==> src/rtl/imm_encoder_loader.sv <==
// Immediate encoder and program loader: packs RV32I fields plus a range-checked
// immediate into instruction words and streams them to consecutive word addresses.
module imm_encoder_loader #(
    parameter logic [31:0] BASE_ADDR = 32'h0000_0000,
    parameter int          LEN_W     = 16
) (
    input  logic             clk,
    input  logic             reset,
    input  logic             start,
    input  logic [LEN_W-1:0] len,
    input  logic             in_valid,
    output logic             in_ready,
    input  logic [2:0]       ImmSrc,
    input  logic [31:0]      imm,
    input  logic [6:0]       opcode,
    input  logic [4:0]       rd,
    input  logic [4:0]       rs1,
    input  logic [4:0]       rs2,
    input  logic [2:0]       funct3,
    input  logic [6:0]       funct7,
    output logic             out_valid,
    input  logic             out_ready,
    output logic [31:0]      out_addr,
    output logic [31:0]      out_data,
    output logic             busy,
    output logic             done,
    output logic             err,
    output logic [LEN_W-1:0] err_cnt
);

    typedef enum logic [1:0] {S_IDLE, S_LOAD, S_DONE} state_t;

    state_t           state;
    logic [LEN_W-1:0] len_q;
    logic [LEN_W-1:0] cnt;
    logic [31:0]      addr_q;
    logic [31:0]      addr_nxt;
    logic [31:0]      word;
    logic             imm_ok;
    logic             in_fire;
    logic             out_fire;

    // Signed range checks reduce to "upper bits are a pure sign extension".
    always_comb begin
        word   = '0;
        imm_ok = 1'b1;
        case (ImmSrc)
            3'b000: begin
                word   = {imm[11:0], rs1, funct3, rd, opcode};
                imm_ok = (&imm[31:11]) | ~(|imm[31:11]);
            end
            3'b001: begin
                word   = {imm[11:5], rs2, rs1, funct3, imm[4:0], opcode};
                imm_ok = (&imm[31:11]) | ~(|imm[31:11]);
            end
            3'b010: begin
                word   = {imm[12], imm[10:5], rs2, rs1, funct3, imm[4:1], imm[11], opcode};
                imm_ok = ((&imm[31:12]) | ~(|imm[31:12])) & ~imm[0];
            end
            3'b011: begin
                word   = {imm[31:12], rd, opcode};
                imm_ok = ~(|imm[11:0]);
            end
            3'b100: begin
                word   = {imm[20], imm[10:1], imm[11], imm[19:12], rd, opcode};
                imm_ok = ((&imm[31:20]) | ~(|imm[31:20])) & ~imm[0];
            end
            default: begin
                word   = {funct7, rs2, rs1, funct3, rd, opcode};
                imm_ok = 1'b1;
            end
        endcase
    end

    assign busy     = (state == S_LOAD);
    assign done     = (state == S_DONE);
    assign in_ready = busy && (cnt < len_q) && (!out_valid || out_ready);
    assign in_fire  = in_valid && in_ready;
    assign out_fire = out_valid && out_ready;
    // A word loaded in the same cycle the previous one drains lands at the next slot.
    assign addr_nxt = addr_q + (out_fire ? 32'd4 : 32'd0);

    always_ff @(posedge clk or posedge reset) begin
        if (reset) begin
            state     <= S_IDLE;
            len_q     <= '0;
            cnt       <= '0;
            addr_q    <= BASE_ADDR;
            out_valid <= 1'b0;
            out_addr  <= BASE_ADDR;
            out_data  <= '0;
            err       <= 1'b0;
            err_cnt   <= '0;
        end else begin
            addr_q <= addr_nxt;
            if (in_fire) begin
                cnt <= cnt + LEN_W'(1);
                if (!imm_ok) begin
                    err <= 1'b1;
                    if (err_cnt != '1)
                        err_cnt <= err_cnt + LEN_W'(1);
                    if (out_fire)
                        out_valid <= 1'b0;
                end else begin
                    out_valid <= 1'b1;
                    out_data  <= word;
                    out_addr  <= addr_nxt;
                end
            end else if (out_fire) begin
                out_valid <= 1'b0;
            end

            case (state)
                S_IDLE, S_DONE: begin
                    if (start) begin
                        state   <= S_LOAD;
                        len_q   <= len;
                        cnt     <= '0;
                        err     <= 1'b0;
                        err_cnt <= '0;
                        addr_q  <= BASE_ADDR;
                    end
                end
                S_LOAD: begin
                    if (cnt == len_q && !out_valid)
                        state <= S_DONE;
                end
                default: state <= S_IDLE;
            endcase
        end
    end

endmodule

==> config.mk <==
export PLATFORM = sky130hd
export DESIGN_NAME = imm_encoder_loader
export DESIGN_NICKNAME = d
export VERILOG_FILES = /design/src/rtl/imm_encoder_loader.sv
export SDC_FILE = /design/constraint.sdc
export NUM_CORES = 1
export LEC_CHECK = 0
export CAP_MARGIN = 40
export CORE_MARGIN = 4
export CORE_UTILIZATION = 37
export DETAILED_ROUTE_END_ITERATION = 8
export GPL_ROUTABILITY_DRIVEN = 0
export SLEW_MARGIN = 10
export SYNTH_ARGS = -nofsm -noshare
export SYNTH_HDL_FRONTEND = slang
export SYNTH_SLANG_ARGS = --single-unit
==> constraint.sdc <==
create_clock -name clk -period 6.3 [get_ports clk]
set_input_delay 1.26 -clock clk [delete_from_list [all_inputs] [get_ports clk]]
set_output_delay 1.26 -clock clk [all_outputs]
set_load 0.02 [all_outputs]
Word level (Yosys, flattened, before mapping). Index checks and enable logic that the tools add are counted.

Input port bits: 88. Register bits after elaboration: 148.

Bitwise operators: 10. Reduce and logical (&&, ||, !) cells: 21. Add/sub/neg operators: 3. Order comparisons: 1. Equal/unequal tests: 10. Multiplexer cells: 23.

Operators by type and width (number): $pmux 32 s5 (1); $mux 16 (8); $mux 32 (2); $add 16x1->16 const B (2); $add 32x3->32 (1); $reduce_or 12->1 (2); $reduce_and 21->1 (1); $reduce_or 21->1 (1); $reduce_and 20->1 (1); $reduce_or 20->1 (1); $eq 16x16->1 (1); $lt 16x16->1 (1); $ne 16x16->1 const B (1); $reduce_and 12->1 (1); $mux 1 (7); $eq 3x2->1 const B (2); $reduce_and 2->1 (3); $logic_and 1x1->1 (5); $not 1->1 (5); $mux 2 (2); $pmux 1 s4 (1); $pmux 2 s2 (1); $reduce_or 2->1 (2); $eq 3x1->1 const B (1); 12 further kinds (15).

Longest topological paths before layout. Gate-level depths: netlist (run 1).

Depth in word-level cells: 9. Gate-level depth with buffers: 12. Mapped depth without buffers: 10.

Worst setup path before layout (run 1). OpenSTA, ideal clock, no wires.

Path type: input port to output port. Start point: in out_ready. End point: out in_ready. Required time: 5040 ps. Data arrival time: 2623 ps. Slack: 2417 ps. Cell stages on the path: 3. Path buffers: 0. Cell sequence: nand2b_1 nand3_4 a2111oi_0.

Longest elaborated chain between the ends: 2.

Ends and longest elaborated chain: start: declaration (line 22) `input logic out_ready,`; $logic_or 1x1->1 (line 77) `assign in_ready = busy && (cnt < len_q) && (!out_valid || out_ready);`; $logic_and 1x1->1 (line 77); end: declaration (line 12) `output logic in_ready,`.

No other way between the ends.

Worst setup path in the final report (run 1). Same ends and word-level chain as after synthesis.

==> metrics.md, run 1 <==
| Metric | Value |
|---|---|
| Headroom to the max-slew limit | 0.4009 |
| Share of post-route cells with drive strength above 1 | 0.07158 |
| Count of pins on the block boundary | 173 |
| Detailed-route vias per instance | 5.021 |
| Cell taking the most area after synthesis | dfrtp_1 |
| Signed area change from the synthesized netlist to the final layout | 35.14% |
| Remaining DRCs | 0 |
| Status | finished clean |
| Power density over the cells | 278.6 mW/mm^2 |
| Final critical path time including I/O delays and setup | 4.492 ns |
| Final WL | 18990 um |
| CTS clock-pin slew for the worst setup and hold paths | 0.06 ns |
| #FFs+latches synth | 144 |
| Critical Path Slowest Stage Cell | clkdlybuf4s50_1 |
| Max-capacitance violation count | 0 |
| Die outline width | 149.2 um |
| Nets@finish | 1059 |
| Critical path launch point type | input pin |
| Effective utilization at floorplan | 0.3779 |
| Most common cell after layout, fill and taps aside | clkdlybuf4s50_1 |
| Reg2Reg Launch Point | cnt[15]$_DFF_PP0_ |
| Total Routing Usage GR | 0.1735 |
| Worst-path maximum fanout | 2 |
| Count of buffers from port buffering | 170 |
| Root buffer selected by CTS | clkbuf_16 |
| Post-cts resize count | 0 |
| Most used cells in the layout excluding fill and tap cells | clkdlybuf4s50_1 (170), dfrtp_1 (144), nand2_1 (123) |
| Cell Area, Synth | 0.007378 mm^2 |
| Placed inst area | 0.009366 mm^2 |
| Longest Clk Path Bufs | 2 |
| Final cycle utilization of the critical path | 0.7131 |
| Die ar. | 0.02227 mm^2 |
| Pin count of the biggest net entering global routing | 76 |
| Antenna violation net count after detailed routing | 0 |
| H-tree depth reported by CTS | 4 |
| Vias in the first global route | 6039 |
| Antenna violations before repair | 0 |
| Detailed-router iteration count before antenna repair | 4 |
| Data arrival time of the critical path | 3.23 ns |
| Estimated wirelength of the detail-placed design | 14070 um |
| Cell row count | 51 |
| RSZ-0062 raised after global routing | no |
| Multi-input gate area | 0.003496 mm^2 |
| Max Clock Skew | 0.01107 ns |
| Source of the worst hold timing path | out_data[12]$_DFFE_PP0P_ |
| Reg-to-reg critical path endpoint | out_data[14]$_DFFE_PP0P_ |
| Number of fill cells in the layout | 1849 |
| Peak supply drop | 0.0001789 V |
| Crit path capture | in_ready |
| Die Y-Extent | 149.2 um |
| Setup bufs post-CTS | 0 |
| Total via count after detailed routing | 6171 |
| Worst R2R Path Depth | 8 |
| Final antenna diode count | 0 |
| Worst Max-Slew Pin Slew | 0.8918 ns |
| Leakage power total | 4.333 nW |
| Clock Sinks | 144 |
| Final slew viol count | 0 |
| Sequential-to-total area share from yosys stat | 0.4884 |
| Most prevalent standard cell on the critical path | clkdlybuf4s50_1 |
| Top area cells in the synthesized netlist | dfrtp_1 (49%), nand2_1 (6.3%), o21ai_0 (4.3%), nor2_1 (4.0%), ha_1 (3.4%) |
| Number of setup violations in the final report | 0 |
| Post-synth top flop | dfrtp_1 |
| DRT iter0 DRCs | 294 |
| Global-route wire length before repair | 30910 um |
| Hold Violations, Final | 0 |
| Core Area | 0.01953 mm^2 |
| Library cells used by synthesis | 62 |
| Dominant delay contributor by cell family on the critical path | buffers and inverters |
| Sequential standard cell area | 0.003603 mm^2 |
| Largest stage delay, worst path | 0.70 ns |
| Nature of the critical path endpoint | output port |
| CTS buffer count | 17 |
| Count of flip-flops with a built-in enable after synthesis | 0 |
| WP depth | 5 |
| Worst setup path start | out_ready |
| Gate count after technology mapping | 790 |
| Total of hold buffers inserted after clock tree synthesis | 0 |
| Post-synth top area share | 0.4884 |
| Post-route standard cell area excluding fillers | 0.009971 mm^2 |
| Maximum achievable frequency | 0.2226 GHz |
| Worst Hold Class | reg2reg |
| Total negative slack for setup checks | 0 ns |
| Warning count from the yosys run | 0 |
| Overflow left after global routing | 0 |
| Sum of buffers and inverters on the critical path | 2 |
| Clock network latency to the later pin of the worst-skew pair | 0.42 ns |
| Chain of cells forming the critical path | clkdlybuf4s50_1, nand2b_1, nand3_4, a2111oi_0, clkdlybuf4s50_1 |
| Critical Setup Path Class | in2out |
| CTS tree | yes |
| Synth Area per Inst | 9.340 um^2 |
| Worst endpoint required time | 5.04 ns |
| Reg2reg setup slack | 3.04 ns |
| Routed wirelength normalized by instance count | 15.45 um |
| Post-synth ARST share | 1.000 |
==> sequential cells by signal (all words and copies together) (netlist names) <==
name	flops
err_cnt	16
out_data	32
len_q	16
err	1
addr_q	30
state	2
cnt	16
out_addr	30
out_valid	1
==> cell families (layout without fill, tap and decap cells) <==
group / Yosys count / in the layout / share of synthesized area
simple gates: 323 / 323 / 0.2076
compound gates: 164 / 164 / 0.1394
flops: 144 / 144 / 0.4884
buf+inv: 68 / 241 / 0.04036
xor+xnor: 43 / 43 / 0.05104
mux: 27 / 27 / 0.03883
fa+ha+maj: 20 / 20 / 0.03392
other cells: 1 / 2 / 0.0005082
==> worst min-delay path: cells and delay by family, from the launching register on <==
| family | cells | cell delay, ns |
|---|---|---|
| AOI/OAI and AO/OA | 1 | 0.05 |
| DFF | 1 | 0.34 |
| and+or+nand+nor | 1 | 0.04 |
==> worst min path at each step <==
stage,endpoint,slack (ns),depth (start not counted)
final,out_data[12]$_DFFE_PP0P_,0.47,2
after CTS,out_data[30]$_DFFE_PP0P_,0.48,2
after detailed placement,out_data[30]$_DFFE_PP0P_,0.47,2
after floorplan,len_q[0]$_DFFE_PP0P_,0.45,2
after global placement,out_data[30]$_DFFE_PP0P_,0.46,2
after global routing,out_data[20]$_DFFE_PP0P_,0.50,2
==> metal layers <==
metal	global-route usage	wire [um]
met1	0.2415	8931
met2	0.2645	8661
met5	0	0
met4	0.06590	423
met3	0.03950	979
==> report_power, final <==
group / internal [W] / switching [W]
registers: 0.00104 / 0.0000965
logic: 0.000304 / 0.000326
clock network: 0.000565 / 0.000448
==> per-stage QoR <==
| step | utilization | power, W | setup WS, ns | instances | hold WS, ns |
|---|---|---|---|---|---|
| 2_1_floorplan | - | 0.001481 | 1.174 | 791 | 0.4523 |
| 3_3_place_gp | 0.4757 | 0.001774 | 1.645 | 1191 | 0.4599 |
| 3_5_place_dp | 0.4797 | 0.001786 | 1.710 | 1196 | 0.4655 |
| 4_1_cts | 0.5103 | 0.002812 | 1.710 | 1228 | 0.4782 |
| 5_1_grt | 0.5106 | 0.002934 | 1.637 | 1229 | 0.4986 |
| 6_report | 0.5106 | 0.002778 | 1.808 | 1229 | 0.4729 |
==> Yosys cell counts, types with 2 or more instances <==
| cell type | number |
|---|---|
| dfrtp_1 | 144 |
| nand2_1 | 123 |
| nor2_1 | 78 |
| o21ai_0 | 64 |
| inv_1 | 25 |
| clkbuf_1 | 24 |
| xor2_1 | 24 |
| nand4_1 | 22 |
| ha_1 | 20 |
| and3_1 | 19 |
| xnor2_1 | 19 |
| nand3_1 | 18 |
| a21oi_1 | 16 |
| nor4_1 | 15 |
| a31oi_1 | 14 |
| mux2i_1 | 14 |
| o21ai_1 | 14 |
| nor3_1 | 10 |
| a22o_1 | 9 |
| buf_2 | 9 |
| a22oi_1 | 8 |
| o31ai_1 | 8 |
| and2_1 | 7 |
| mux2_2 | 7 |
| nand2b_1 | 7 |
| o22ai_1 | 7 |
| mux2_1 | 6 |
| o211ai_1 | 5 |
| buf_4 | 4 |
| nor2b_1 | 4 |
| or3_1 | 4 |
| buf_1 | 3 |
| or4_1 | 3 |
| a221oi_1 | 2 |
| a41o_1 | 2 |
| buf_6 | 2 |
| nand3_2 | 2 |
| nor3b_1 | 2 |
| o21a_1 | 2 |
| o21ai_2 | 2 |
==> layout make-up <==
type / instances / area share
multi-input cells: 579 / 0.3506
inverters: 26 / 0.01042
well taps: 265 / 0.03325
flip-flops and latches: 144 / 0.3614
repair buffers: 183 / 0.1845
clock buffers: 17 / 0.04267
clock inverters: 15 / 0.01719
Note: power is estimated with default switching activity, not from simulation.
==> run 2: changes to the inputs <==
clock period = 4.1 ns   (was 6.3 ns; I/O delays follow)
==> run 2 against run 1 <==
Global-route usage is 0.67 points higher. Via count grew 2.0%. Cell count rose by 0.41%. Count of clock-buffer cells in the layout up 3. Cell area up 1.2%. Clock power rose by 60%. Routed wire length is 3.1% higher. Sequential power is 54% higher. Clock skew rose by 0.0023 ns. Total power rose by 57%. Largest power group unchanged.
==> metrics.md, run 2 (synthesis results as in run 1) <==
| Metric | Value |
|---|---|
| Pin count of the biggest net entering global routing | 81 (was 76) |
| Largest registers in the final layout | out_data x32, addr_q x30, out_addr x30 (unchanged) |
| Core Area | 0.01953 mm^2 (unchanged) |
| Setup bufs post-CTS | 0 (unchanged) |
| Peak supply drop | 0.0002962 V (was 0.0001789 V) |
| Count of pins on the block boundary | 173 (unchanged) |
| Worst-path maximum fanout | 4 (was 2) |
| Max-capacitance violation count | 0 (unchanged) |
| Cell row count | 51 (unchanged) |
| Overflow left after global routing | 0 (unchanged) |
| Number of fill cells in the layout | 1864 (was 1849) |
| Post-cts resize count | 0 (unchanged) |
| Post-Route Utilization | 0.5167 (was 0.5106) |
| Number of setup violations in the final report | 0 (unchanged) |
| Vias in the first global route | 6134 (was 6039) |
| Clock Sinks | 144 (unchanged) |
| Multi-input gate area | 0.003496 mm^2 (unchanged) |
| Nature of the critical path endpoint | output port (unchanged) |
| Die ar. | 0.02227 mm^2 (unchanged) |
| Worst Hold Class | reg2reg (unchanged) |
| Status | finished clean (unchanged) |
| Critical path launch point type | flop (was input pin) |
| Hold Violations, Final | 0 (unchanged) |
| Final cycle utilization of the critical path | 0.9357 |
| Maximum achievable frequency | 0.2607 GHz |
| Worst Max-Slew Pin Slew | 0.8611 ns (was 0.8918 ns) |
| Estimated wirelength of the detail-placed design | 14530 um (was 14070 um) |
| Number of flip-flops under the largest register name | 32 (unchanged) |
| Detailed-router iteration count before antenna repair | 5 (was 4) |
| Die Y-Extent | 149.2 um (unchanged) |
| Headroom to the max-slew limit | 0.4215 (was 0.4009) |
| Clock network latency to the later pin of the worst-skew pair | 0.42 ns (about the same) |
| Most used cells in the layout excluding fill and tap cells | clkdlybuf4s50_1 (170), dfrtp_1 (144), nand2_1 (123) (unchanged) |
| Longest Clk Path Bufs | 2 (unchanged) |
| Die outline width | 149.2 um (unchanged) |
| Post-route standard cell area excluding fillers | 0.01009 mm^2 (was 0.009971 mm^2) |
| Worst hold path cell count | 2 (unchanged) |
| Power density over the cells | 431.0 mW/mm^2 (was 278.6 mW/mm^2) |
| Nets@finish | 1064 (was 1059) |
| Total Routing Usage GR | 0.1802 (was 0.1735) |
| Count of buffers from port buffering | 170 (unchanged) |
| Total of hold buffers inserted after clock tree synthesis | 0 (unchanged) |
| Leakage power total | 4.382 nW (was 4.333 nW) |
| RSZ-0062 raised after global routing | no (unchanged) |
| Worst slack at placement | 0.5490 ns (was 1.710 ns) |
| Final antenna diode count | 0 (unchanged) |
| Routed wirelength normalized by instance count | 15.87 um (was 15.45 um) |
| Share of post-route cells with drive strength above 1 | 0.07637 (was 0.07158) |
| Reg2reg setup slack | 1.10 ns (was 3.04 ns) |
| CTS buffer count | 17 (unchanged) |
| CTS tree | yes (unchanged) |
| Final slew viol count | 0 (unchanged) |
| Data arrival time of the critical path | 3.02 ns (was 3.23 ns) |
| H-tree depth reported by CTS | 4 (unchanged) |
| Critical Setup Path Class | reg2out (was in2out) |
| Max Clock Skew | 0.01337 ns (was 0.01107 ns) |
| Top register by number of flip-flops | out_data (unchanged) |
| Remaining DRCs | 0 (unchanged) |
| Antenna violation net count after detailed routing | 0 (unchanged) |
| Final critical path time including I/O delays and setup | 3.836 ns |
| Detailed-route vias per instance | 5.101 (was 5.021) |
| DRT iter0 DRCs | 306 (was 294) |
| Sequential standard cell area | 0.003603 mm^2 (unchanged) |
| Worst R2R Path Depth | 8 (unchanged) |
| Signed area change from the synthesized netlist to the final layout | 36.73% (was 35.14%) |
| Most common cell after layout, fill and taps aside | clkdlybuf4s50_1 (unchanged) |
| Final worst setup slack | 0.2638 ns (was 1.808 ns) |
| Placed inst area | 0.009465 mm^2 (was 0.009366 mm^2) |
| Worst endpoint required time | 3.28 ns (was 5.04 ns) |
| Antenna violations before repair | 0 (unchanged) |
| CTS clock-pin slew for the worst setup and hold paths | 0.06 ns (about the same) |
| Root buffer selected by CTS | clkbuf_16 (unchanged) |
| Final WL | 19590 um (was 18990 um) |
| Effective utilization at floorplan | 0.3779 (unchanged) |
| Total via count after detailed routing | 6295 (was 6171) |
| Total negative slack for setup checks | 0 ns (unchanged) |
| Global-route wire length before repair | 32150 um (was 30910 um) |
run 2: power breakdown:
group	total, W	switching (W)	internal [W]
registers	0.00174	0.000147	0.00160
clock network	0.00162	0.000611	0.00101
logic	0.000984	0.000506	0.000478
run 2: path summary, 6_finish.rpt:
path,from,endpoint
min in group asynchronous,reset,cnt[11]$_DFF_PP0_
worst min-delay path,out_data[24]$_DFFE_PP0P_,out_data[24]$_DFFE_PP0P_
worst max register to register,cnt[15]$_DFF_PP0_,out_addr[3]$_DFFE_PP0P_
worst max-delay path,cnt[15]$_DFF_PP0_,in_ready
worst min register to register,out_data[24]$_DFFE_PP0P_,out_data[24]$_DFFE_PP0P_
max in group asynchronous,reset,out_data[5]$_DFFE_PP0P_
run 2: layout make-up:
type                    instances  share of cell area
clock buffers                  20             0.04626
clock inverters                12             0.01550
inverters                      26             0.01017
multi-input cells             579              0.3465
flip-flops and latches        144              0.3572
well taps                     265             0.03287
repair buffers                188              0.1915
run 2: routing by layer:
metal | track usage | vias to the layer above | part of all wire
li1 | - | 3103 | -
met1 | 0.2564 | 3008 | 0.47
met2 | 0.2693 | 157 | 0.46
met3 | 0.04376 | 27 | 0.053
met4 | 0.06270 | 0 | 0.025
met5 | 0 | - | 0
run 2: metrics by stage:
step                hold slack, ns  total power, W  instances
CTS                         0.4826        0.004405       1234
finish                      0.4746        0.004348       1234
detailed placement          0.4686        0.002761       1202
global route                0.5055        0.004598       1234
floorplan                   0.4523        0.002276        791
global placement            0.4607        0.002745       1200
run 2: critical path, stage by stage, from the launching register on:
cell             delay (ns)
dfrtp_1                0.41
ha_1                   0.34
nand4_1                0.21
nor4_1                 0.54
o21ai_1                0.24
nand2_1                0.12
a2111oi_0              0.06
buf_4                  0.16
clkdlybuf4s50_1        0.53
==> run 3: changes to the inputs <==
MAX_ROUTING_LAYER = met4   (was unset)
==> run 3 against run 2 <==
Clock skew decreased by 0.0025 ns. Clock power about the same. Die area unchanged. Fmax grew 0.30%. Total power barely moved. Count of clock-buffer cells in the layout did not move. Sequential share of layout area did not move. Via count down 0.14%. Setup slack better by 0.011 ns. Register-to-register slack improved by 0.02 ns. Cell area unchanged. Critical endpoint unchanged. Largest power group unchanged.
==> metrics.md, run 3 (synthesis results as in run 1) <==
| Metric | Value |
|---|---|
| Die Y-Extent | 149.2 um (unchanged) |
| Die ar. | 0.02227 mm^2 (unchanged) |
| Final slew viol count | 0 (unchanged) |
| Global-route wire length before repair | 32020 um (was 32150 um) |
| Effective utilization at floorplan | 0.3779 (unchanged) |
| DRT iter0 DRCs | 341 (was 306) |
| Leakage power total | 4.382 nW (unchanged) |
| Die outline width | 149.2 um (unchanged) |
| Worst-path maximum fanout | 4 (unchanged) |
| CTS buffer count | 17 (unchanged) |
| Detailed-router iteration count before antenna repair | 4 (was 5) |
| Worst Hold Class | reg2reg (unchanged) |
| Reg2Reg Launch Point | cnt[15]$_DFF_PP0_ (unchanged) |
| Setup bufs post-CTS | 0 (unchanged) |
| Largest registers in the final layout | out_data x32, addr_q x30, out_addr x30 (unchanged) |
| Final antenna diode count | 0 (unchanged) |
| Power density over the cells | 431.3 mW/mm^2 (was 431.0 mW/mm^2) |
| CTS tree | yes (unchanged) |
| Longest Clk Path Bufs | 2 (unchanged) |
| Clock network latency to the later pin of the worst-skew pair | 0.42 ns (about the same) |
| Worst Max-Slew Pin Slew | 0.8538 ns (was 0.8611 ns) |
| Worst R2R Path Depth | 8 (unchanged) |
| RSZ-0062 raised after global routing | no (unchanged) |
| Number of flip-flops under the largest register name | 32 (unchanged) |
| Final cycle utilization of the critical path | 0.9329 (was 0.9357) |
| Most common cell after layout, fill and taps aside | clkdlybuf4s50_1 (unchanged) |
| H-tree depth reported by CTS | 4 (unchanged) |
| Post-Route Utilization | 0.5167 (unchanged) |
| Remaining DRCs | 0 (unchanged) |
| Max Clock Skew | 0.01082 ns (was 0.01337 ns) |
| Power consumption | 0.004352 W (was 0.004348 W) |
| Post-route standard cell area excluding fillers | 0.01009 mm^2 (unchanged) |
| Signed area change from the synthesized netlist to the final layout | 36.73% (unchanged) |
| Count of buffers from port buffering | 170 (unchanged) |
| Detailed-route vias per instance | 5.094 (was 5.101) |
| Post-placement cell count | 1202 (unchanged) |
| CTS clock-pin slew for the worst setup and hold paths | 0.06 ns (about the same) |
| Total negative slack for setup checks | 0 ns (unchanged) |
| Root buffer selected by CTS | clkbuf_16 (unchanged) |
| Total Routing Usage GR | 0.1851 (was 0.1802) |
| Pin count of the biggest net entering global routing | 81 (unchanged) |
| Peak supply drop | 0.0002964 V (was 0.0002962 V) |
| Critical Setup Path Class | reg2out (unchanged) |
| Critical path launch point type | flop (unchanged) |
| Most used cells in the layout excluding fill and tap cells | clkdlybuf4s50_1 (170), dfrtp_1 (144), nand2_1 (123) (unchanged) |
| Headroom to the max-slew limit | 0.4265 (was 0.4215) |
| Number of setup violations in the final report | 0 (unchanged) |
| Worst setup path start | cnt[15]$_DFF_PP0_ (unchanged) |
| Data arrival time of the critical path | 3.00 ns (was 3.02 ns) |
| Count of pins on the block boundary | 173 (unchanged) |
| Final critical path time including I/O delays and setup | 3.825 ns (was 3.836 ns) |
| Estimated wirelength of the detail-placed design | 14530 um (unchanged) |
| Status | finished clean (unchanged) |
| Antenna violation net count after detailed routing | 0 (unchanged) |
| Filler-free cell count of the finished design | 1234 (unchanged) |
| Nature of the critical path endpoint | output port (unchanged) |
| Hold Violations, Final | 0 (unchanged) |
| Vias in the first global route | 6155 (was 6134) |
| Max-capacitance violation count | 0 (unchanged) |
| Worst endpoint required time | 3.28 ns (about the same) |
| Share of post-route cells with drive strength above 1 | 0.07637 (unchanged) |
| Post-cts resize count | 0 (unchanged) |
| Placed inst area | 0.009465 mm^2 (unchanged) |
| Top register by number of flip-flops | out_data (unchanged) |
| Nets@finish | 1064 (unchanged) |
| Final WL | 19550 um (was 19590 um) |
| Clock Sinks | 144 (unchanged) |
| Core Area | 0.01953 mm^2 (unchanged) |
| Antenna violations before repair | 0 (unchanged) |
| Routed wirelength normalized by instance count | 15.84 um (was 15.87 um) |
| Crit path capture | in_ready (unchanged) |
| Total of hold buffers inserted after clock tree synthesis | 0 (unchanged) |
| Reg-to-reg critical path endpoint | out_addr[3]$_DFFE_PP0P_ (unchanged) |
| Overflow left after global routing | 0 (unchanged) |
| Reg2reg setup slack | 1.12 ns (was 1.10 ns) |
| Cell row count | 51 (unchanged) |
| Total via count after detailed routing | 6286 (was 6295) |
| Maximum achievable frequency | 0.2614 GHz (was 0.2607 GHz) |
run 3: through the flow:
stage               hold WS (ns)  setup slack, ns
finish                    0.4747           0.2751
global route              0.5055          0.04987
CTS                       0.4826           0.1983
detailed placement        0.4686           0.5490
global placement          0.4607           0.5606
floorplan                 0.4523           0.9590
run 3: routing by layer:
metal,wire [um],up-vias,part of all wire,global-route usage
li1,-,3104,-,-
met1,9182,3005,0.47,0.2564
met2,8913,145,0.46,0.2695
met3,891,32,0.046,0.04072
met4,565,0,0.029,0.06407
met5,0,-,0,-
run 3: layout make-up:
class	count	area (um^2)
fillers	1864	9438
flip-flops and latches	144	3603
multi-input cells	579	3496
repair buffers	188	1932
clock buffers	20	466.7
well taps	265	331.6
clock inverters	12	156.4
inverters	26	102.6
run 3: worst max-delay path, cell delays in order (launching register included):
cell and delay (ns):
dfrtp_1 0.41, ha_1 0.34, nand4_1 0.21, nor4_1 0.53, o21ai_1 0.23, nand2_1 0.12, a2111oi_0 0.06, buf_4 0.16
clkdlybuf4s50_1 0.53
run 3: report_power, final:
| group | total, W | switching [W] | internal [W] |
|---|---|---|---|
| Combinational | 0.000984 | 0.000506 | 0.000478 |
| Clock | 0.00162 | 0.000615 | 0.00101 |
| Sequential | 0.00174 | 0.000147 | 0.00160 |
run 3: worst min-delay path by stage:
stage | start | end | depth (start not counted)
5_1_grt | out_data[17]$_DFFE_PP0P_ | out_data[17]$_DFFE_PP0P_ | 2
2_1_floorplan | len_q[0]$_DFFE_PP0P_ | len_q[0]$_DFFE_PP0P_ | 2
4_1_cts | out_data[17]$_DFFE_PP0P_ | out_data[17]$_DFFE_PP0P_ | 2
3_5_place_dp | out_data[9]$_DFFE_PP0P_ | out_data[9]$_DFFE_PP0P_ | 2
6_report | out_data[24]$_DFFE_PP0P_ | out_data[24]$_DFFE_PP0P_ | 2
3_3_place_gp | out_data[9]$_DFFE_PP0P_ | out_data[9]$_DFFE_PP0P_ | 2
